`config.mk`:
```
export PLATFORM = sky130hd
export DESIGN_NAME = compare8_serial_lsb
export DESIGN_NICKNAME = d
export VERILOG_FILES = /design/src/rtl/compare_pkg.sv /design/src/rtl/compare_digit.sv /design/src/rtl/compare8_serial_lsb.sv
export SDC_FILE = /design/constraint.sdc
export NUM_CORES = 1
export LEC_CHECK = 0
export ABC_AREA = 1
export CAP_MARGIN = 10
export CORE_MARGIN = 2
export CORE_UTILIZATION = 46
export DETAILED_ROUTE_END_ITERATION = 12
export GPL_ROUTABILITY_DRIVEN = 0
export PLACE_DENSITY = 0.73
export RECOVER_POWER = 100
export SETUP_SLACK_MARGIN = 0.4
export SLEW_MARGIN = 5
export SYNTH_ARGS = -nofsm -noshare
export SYNTH_HDL_FRONTEND = slang
export SYNTH_HIERARCHICAL = 1
export SYNTH_SLANG_ARGS = --single-unit
export TNS_END_PERCENT = 5
```
`constraint.sdc`:
```
create_clock -name clk -period 2.3 [get_ports clk]
set_input_delay 0.46 -clock clk [delete_from_list [all_inputs] [get_ports clk]]
set_output_delay 0.46 -clock clk [all_outputs]
set_load 0.005 [all_outputs]
```
`src/rtl/compare_pkg.sv`:
```
// Shared types and constants for the serial magnitude comparator.
// Relations, FSM states and the seed-decode helper live here.
package compare_pkg;

    localparam int DATA_W = 8;

    typedef enum logic [1:0] {
        REL_EQ = 2'd0,
        REL_LT = 2'd1,
        REL_GT = 2'd2
    } rel_t;

    typedef enum logic [1:0] {
        IDLE = 2'd0,
        BUSY = 2'd1,
        DONE = 2'd2
    } state_t;

    // Seed is {eq, lt, gt}. GT wins over LT, and anything else, including all-zero, means EQ.
    function automatic rel_t decode_seed(input logic [2:0] seed);
        casez (seed)
            3'b??1:  return REL_GT;
            3'b?10:  return REL_LT;
            default: return REL_EQ;
        endcase
    endfunction

endpackage

```
`src/rtl/compare_digit.sv`:
```
// One digit step of the LSB-first comparison: a differing digit overrides
// the relation carried in from lower digits, and an equal digit passes it through.
module compare_digit
    import compare_pkg::*;
#(
    parameter int SLICE_W = 2
) (
    input  logic [SLICE_W-1:0] a_dig,
    input  logic [SLICE_W-1:0] b_dig,
    input  logic [1:0]         rel_in,
    output logic [1:0]         rel_out
);

    always_comb begin
        // NOTE: assign the default first so every path drives rel_out and no latch is inferred.
        rel_out = rel_in;
        if (a_dig > b_dig) begin
            rel_out = REL_GT;
        end else if (a_dig < b_dig) begin
            rel_out = REL_LT;
        end
    end

endmodule

```
`src/rtl/compare8_serial_lsb.sv`:
```
// Iterative 8-bit magnitude comparator. It scans SLICE_W-bit digits LSB-first
// and can be chained from a lower-order stage through the ieq/ilt/igt seed.
module compare8_serial_lsb
    import compare_pkg::*;
#(
    parameter int SLICE_W = 2
) (
    input  logic       clk,
    input  logic       rst,
    input  logic       in_valid,
    output logic       in_ready,
    input  logic [7:0] a,
    input  logic [7:0] b,
    input  logic       ieq,
    input  logic       ilt,
    input  logic       igt,
    output logic       out_valid,
    input  logic       out_ready,
    output logic       oeq,
    output logic       olt,
    output logic       ogt,
    output logic       busy
);

    localparam int N     = DATA_W / SLICE_W;
    localparam int CNT_W = (N > 1) ? $clog2(N) : 1;

    state_t              state;
    state_t              state_next;
    logic [DATA_W-1:0]   a_q;
    logic [DATA_W-1:0]   b_q;
    rel_t                rel_q;
    logic [1:0]          rel_next;
    logic [CNT_W-1:0]    cnt;
    logic [SLICE_W-1:0]  a_dig;
    logic [SLICE_W-1:0]  b_dig;
    logic                accept;
    logic                last_digit;

    assign accept     = in_valid && in_ready;
    assign last_digit = (cnt == CNT_W'(N - 1));
    assign a_dig      = a_q[cnt*SLICE_W +: SLICE_W];
    assign b_dig      = b_q[cnt*SLICE_W +: SLICE_W];

    compare_digit #(
        .SLICE_W (SLICE_W)
    ) u_digit (
        .a_dig   (a_dig),
        .b_dig   (b_dig),
        .rel_in  (rel_q),
        .rel_out (rel_next)
    );

    // NOTE: sequential state uses non-blocking assignments so every register samples pre-edge values.
    always_ff @(posedge clk or posedge rst) begin
        if (rst) begin
            state <= IDLE;
        end else begin
            state <= state_next;
        end
    end

    always_comb begin
        state_next = state;
        in_ready   = 1'b0;
        out_valid  = 1'b0;
        busy       = 1'b0;
        case (state)
            IDLE: begin
                in_ready = 1'b1;
                if (in_valid) begin
                    state_next = BUSY;
                end
            end
            BUSY: begin
                busy = 1'b1;
                if (last_digit) begin
                    state_next = DONE;
                end
            end
            DONE: begin
                busy      = 1'b1;
                out_valid = 1'b1;
                if (out_ready) begin
                    state_next = IDLE;
                end
            end
            default: state_next = IDLE;
        endcase
    end

    // The result registers load only when the last digit resolves, so they hold between transactions.
    always_ff @(posedge clk or posedge rst) begin
        if (rst) begin
            a_q   <= '0;
            b_q   <= '0;
            rel_q <= REL_EQ;
            cnt   <= '0;
            oeq   <= 1'b0;
            olt   <= 1'b0;
            ogt   <= 1'b0;
        end else if (accept) begin
            a_q   <= a;
            b_q   <= b;
            rel_q <= decode_seed({ieq, ilt, igt});
            cnt   <= '0;
        end else if (state == BUSY) begin
            rel_q <= rel_t'(rel_next);
            if (last_digit) begin
                oeq <= (rel_next == REL_EQ);
                olt <= (rel_next == REL_LT);
                ogt <= (rel_next == REL_GT);
            end else begin
                cnt <= cnt + 1'b1;
            end
        end
    end

endmodule

```
After elaboration in Yosys (flattened, before gate mapping):

Index checks and enable logic that the tools add are counted.

* logic and storage cells: 47
* output and inout port bits: 6
* input port bits: 23
* flip-flop bits (word level): 25

* reductions and logical operators: 8
* magnitude comparators: 2
* equal/unequal tests: 10
* bitwise gates (word level): 1
* add/sub/neg operators: 1
* muxes and demuxes: 15
* shift-type cells: 2

Operator list (count)
* 2-bit two-way mux: 10
* 8-bit by 4-bit variable part select with 2-bit output: 2
* 2-bit equality test, second input constant: 4
* 2-bit inequality test, second input constant: 4
* 2-bit case mux with 3 select lines: 1
* 3-bit AND reduction: 2
* 2-bit by 1-bit equality test with 1-bit output, second input constant: 2
* 2-bit logical NOT: 2
* 2-bit case mux with 2 select lines: 1
* 1-bit two-way mux: 3
* 2-bit by 1-bit adder with 2-bit output, second input constant: 1
* 2-bit > comparator: 1
* 2-bit < comparator: 1
* 2-bit AND reduction: 1
* 2-bit nonzero test: 1
* 2-bit OR reduction: 1
* 1-bit logical AND: 1
* 1-bit NOT: 1

Depth between registers and ports, before layout:

* depth after elaboration: 6
* depth in mapped cells: 15
* depth with buffers taken out: 14

By module:

Netlist, hierarchy kept.

By module, submodules not included
* compare8_serial_lsb: area an instance 1236.2 um^2, cells an instance 152, seq. area each 625.6 um^2, instances 1
* compare_digit: area an instance 72.6 um^2, cells an instance 14, seq. area each 0.0 um^2, instances 1

Worst setup path after synthesis:

Ideal clock, no wire load.

* path type: register -> register
* start: register cnt[0]
* end: register oeq
* library setup time: 0.083 ns
* buffers on the path: 1
* cell stages (with the launch flop): 13
* data arrival time: 1.566 ns
* data required time: 2.217 ns
* setup slack: 0.651 ns
* clock period less this slack: 1.649 ns
* cell sequence: dfrtp_1 -> inv_2 -> buf_6 -> o211ai_1 -> nand2_1 -> ha_1 -> nand2_1 -> nand2_1 -> nand2_1 -> inv_1 -> inv_1 -> nand2_1 -> o21ai_0

* longest elaborated chain between the ends: 5
* elaborated cells between the ends (all ways): 9
* those cells by class: order compare: 2; eq/ne: 1; shift: 2; mux: 2; reduce/logical: 2

Ends and longest elaborated chain
* start, declared: line compare8_serial_lsb.sv:34 `logic [CNT_W-1:0] cnt;`
* start signal, assigned: line compare8_serial_lsb.sv:114 `cnt <= cnt + 1'b1;`
* 8-bit by 4-bit variable part select with 2-bit output *: line compare8_serial_lsb.sv:42 `assign a_dig = a_q[cnt*SLICE_W +: SLICE_W];`
* net a_dig[1]: line compare8_serial_lsb.sv:35 `logic [SLICE_W-1:0] a_dig;`
* 2-bit < comparator: line compare_digit.sv:19 `end else if (a_dig < b_dig) begin`
* 2-bit two-way mux: line compare_digit.sv:19
* 2-bit two-way mux *: line compare_digit.sv:17 `if (a_dig > b_dig) begin`
* net rel_next[1]: line compare8_serial_lsb.sv:33 `logic [1:0] rel_next;`
* 2-bit logical NOT *: line compare8_serial_lsb.sv:110 `oeq <= (rel_next == REL_EQ);`
* end signal, assigned: line compare8_serial_lsb.sv:110
* end, declared: line compare8_serial_lsb.sv:19 `output logic oeq,`

The timed path passes the listed nets; every way through them passes the cells marked *.
A chain may end at the register's enable or synchronous reset.

Worst setup path in the final report:

* start: register state[1]
* end: output out_valid

* longest elaborated chain between the ends: 2

Ends and longest elaborated chain
* start, declared: line compare8_serial_lsb.sv:28 `state_t state;`
* start signal, assigned: line compare8_serial_lsb.sv:59 `state <= state_next;`
* 2-bit equality test: line compare8_serial_lsb.sv:68 `case (state)`
* 1-bit two-way mux: line compare8_serial_lsb.sv:68
* end, declared: line compare8_serial_lsb.sv:17 `output logic out_valid,`

Every way passes these cells.

==> flow_summary_export.csv <==
group,metric,value,unit
run_status,outcome,"complete, no violations",
power_and_ir_drop,ir_drop,775,uV
placement,portBuffers,27,
cells_and_area,antennaDiodeCount,0,
cells_and_area,layout_commonest_cell,"nand2_1",
synth,ys_ff_latch,25,
sta,clock.fmax,503,MHz
routing,wirelength,2660,microns
routing,postRouteAntennaNets,0,
die,dieHeight,57.3,microns
grt,grt_start_max_net_pins,26,
sta,relSlewSlack,0.132,
synth,syn_area,1310,sq um
die,ios,29,
synth,synth_compound_area_frac,0.0918,
sta,finalHoldViolCount,0,
sta,finClkSkew,0.00326,ns
routing,vias,1153,
synth,yosysTopAreaCell,"dfrtp_1",
grt,grt_pass1_wl,4620,microns
clock_network,clk_path_buf_depth,2,
clock_network,clock_latency,0.32,ns
sta,post-route-period-util,0.864,
sta,finalSetupViolations,0,
synth,yosysSeqAreaShare,0.478,
synth,avgSynthCellArea,7.88,sq um
grt,overflow,0,
placement,hpwl,1990,microns
grt,antenna_found_initial,0,
cells_and_area,nets,228,
cells_and_area,drive_gt1_frac,0.0457,
synth,synth-adder-area-share,0.0669,
power_and_ir_drop,power.leakage,0.851,nW
worst_setup_path,critPathRequiredTime,1.84,ns
placement,placed_area,1590,sq um
sta,fin_ws,0.313,ns
clock_network,numCtsBuffers,3,
synth,synthMuxAreaShare,0,
clock_network,htree_num_levels,1,
synth,syn_nets,196,
synth,ys_warn_count,6,
flow_run,drv_cap,0,
synth,netlist.area_leader.share,0.478,
clock_network,clkSinkCount,25,
placement,post-place-ws,0.480,ns
worst_setup_path,path_max_fanout,2,
power_and_ir_drop,power_density,1300,nW/um^2
routing,drt-initial-drc-count,29,
synth,synth_cell_types,16,
power_and_ir_drop,power_frac_seq,0.361,
sta,report.final.slew_viol_count,0,
clock_network,cts_root_buf,"clkbuf_4",
power_and_ir_drop,p_int,1.17,mW
clock_network,tritoncts,"yes",
clock_network,cts.reportedPaths.clkPinSlew,0.13,ns
synth,synth_xor_area_frac,0,
power_and_ir_drop,clock_power_share,0.092,
die,core_area,2730,sq um
power_and_ir_drop,p_comb_frac,0.547,
cells_and_area,final_cell_mix,"67 x nand2_1, 25 x dfrtp_1, 23 x inv_1, 21 x clkdlybuf4s50_1, 14 x o21ai_0",
cells_and_area,syn2layout_area_growth,24.0,%
min_path,whs_path_depth,2,
synth,synth_simple_gate_area_share,0.257,
cells_and_area,final_cell_area,1620,sq um
synth,synth_area_leaders,"dfrtp_1 48%, nand2_1 19%, inv_1 6.9%",
synth,synth_cells,166,
die,die-area,3290,sq um
sta,worst_hold_slack,0.500,ns
sta,tightest_slew,1.30,ns
worst_setup_path,end_kind,"primary output",
worst_setup_path,r2r_cells,12,
worst_setup_path,start_kind,"register",
worst_setup_path,arrival,1.53,ns
die,start_util,0.479,
routing,post-route-drc-count,0,
synth,synth_top_family_by_area,"simple AND/OR/NAND/NOR gates",
sta,min_period,1.99,ns
routing,post_drt_wl_per_cell,11.7,microns
power_and_ir_drop,sw_frac_of_total,0.443,
routing,drt_first_pass_iters,5,
grt,track_usage,0.177,
grt,grt_pass1_vias,1114,
min_path,min_path_type,"reg -> reg",
worst_setup_path,critPathKind,"reg -> out",
routing,vias_per_cell,5.06,
power_and_ir_drop,p_sw,934,uW
die,row_count,19,
sta,totalNegativeSetupSlack,0,ns
sta,rsz0062_at_grt,"yes",
clock_network,cts_hold_repair.buffers,0,
die,fp.dieW,57.3,microns
synth_stat cells:
cell / count
nand4_1: 2
nor2_1: 4
a21oi_1: 1
nand2_1: 66
nand2_4: 1
buf_6: 3
o211ai_1: 6
inv_2: 1
nand3_1: 10
ha_1: 7
dfrtp_1: 25
buf_2: 1
o21ai_0: 11
inv_1: 24
inv_4: 1
o21ai_1: 3
per-layer routing:
layer | vias to the layer above | part of all wire | GRT usage | wire [microns]
met5 | - | 0 | 0 | 0
met4 | 0 | 0.0071 | 0.0498 | 19
met3 | 2 | 0.047 | 0.0272 | 126
met2 | 28 | 0.51 | 0.320 | 1350
met1 | 546 | 0.44 | 0.218 | 1160
li1 | 577 | - | - | -
power groups by stage:
stage,clock (mW),sequential (mW),combinational [mW]
after floorplan,0,0.740,0.882
after global placement,0,0.761,1.10
after detailed placement,0,0.772,1.15
after CTS,0.200,0.760,1.20
after global routing,0.217,0.786,1.32
final,0.194,0.760,1.15
area by class of cell:
type	count	area [sq um]
Clock buffer	3	22.5
Clock inverter	1	5.00
Fill cell	260	1110
Inverter	26	103
Multi-Input combinational cell	111	537
Sequential cell	25	626
Tap cell	31	38.8
Timing Repair Buffer	31	292
critical path: stages (launching register included):
cell	delay, ns
dfrtp_1	0.43
buf_4	0.15
ha_1	0.19
clkdlybuf4s50_1	0.45
stage by stage:
stage                      util  cells  power [mW]
after floorplan               -    166        1.62
after global placement    0.580    221        1.86
after detailed placement  0.580    221        1.92
after CTS                 0.605    227        2.16
after global routing      0.594    228        2.33
final                     0.594    228        2.11
kinds of logic (layout without fill, tap and decap cells):
family                     Yosys count  in the layout
AOI/OAI and AO/OA                   21             21
adders and majority gates            7              7
buffers and inverters               30             61
DFF                                 25             25
and+or+nand+nor                     83             83
sequential cells by signal, summed over array words and instances (netlist names):
signal  flops
ogt         1
state       2
rel_q       2
olt         1
oeq         1
a_q         8
cnt         2
b_q         8
final timing paths:
path / startpoint / end / slack [ns]
max in group asynchronous: rst / a_q[7] / 0.54
max: state[1] / out_valid / 0.31
min in group asynchronous: rst / oeq / 0.99
max reg2reg: cnt[0] / olt / 0.46
min: olt / olt / 0.50
min reg2reg: olt / olt / 0.50
timing repair:
action / 4_1_cts / 5_1_grt
buffers inserted: 2 / 1
pin swaps: 0 / 1
endpoints found under the setup margin: 3 / 7
resized for setup: 7 / 2
Power figures use the tool's default switching activity.
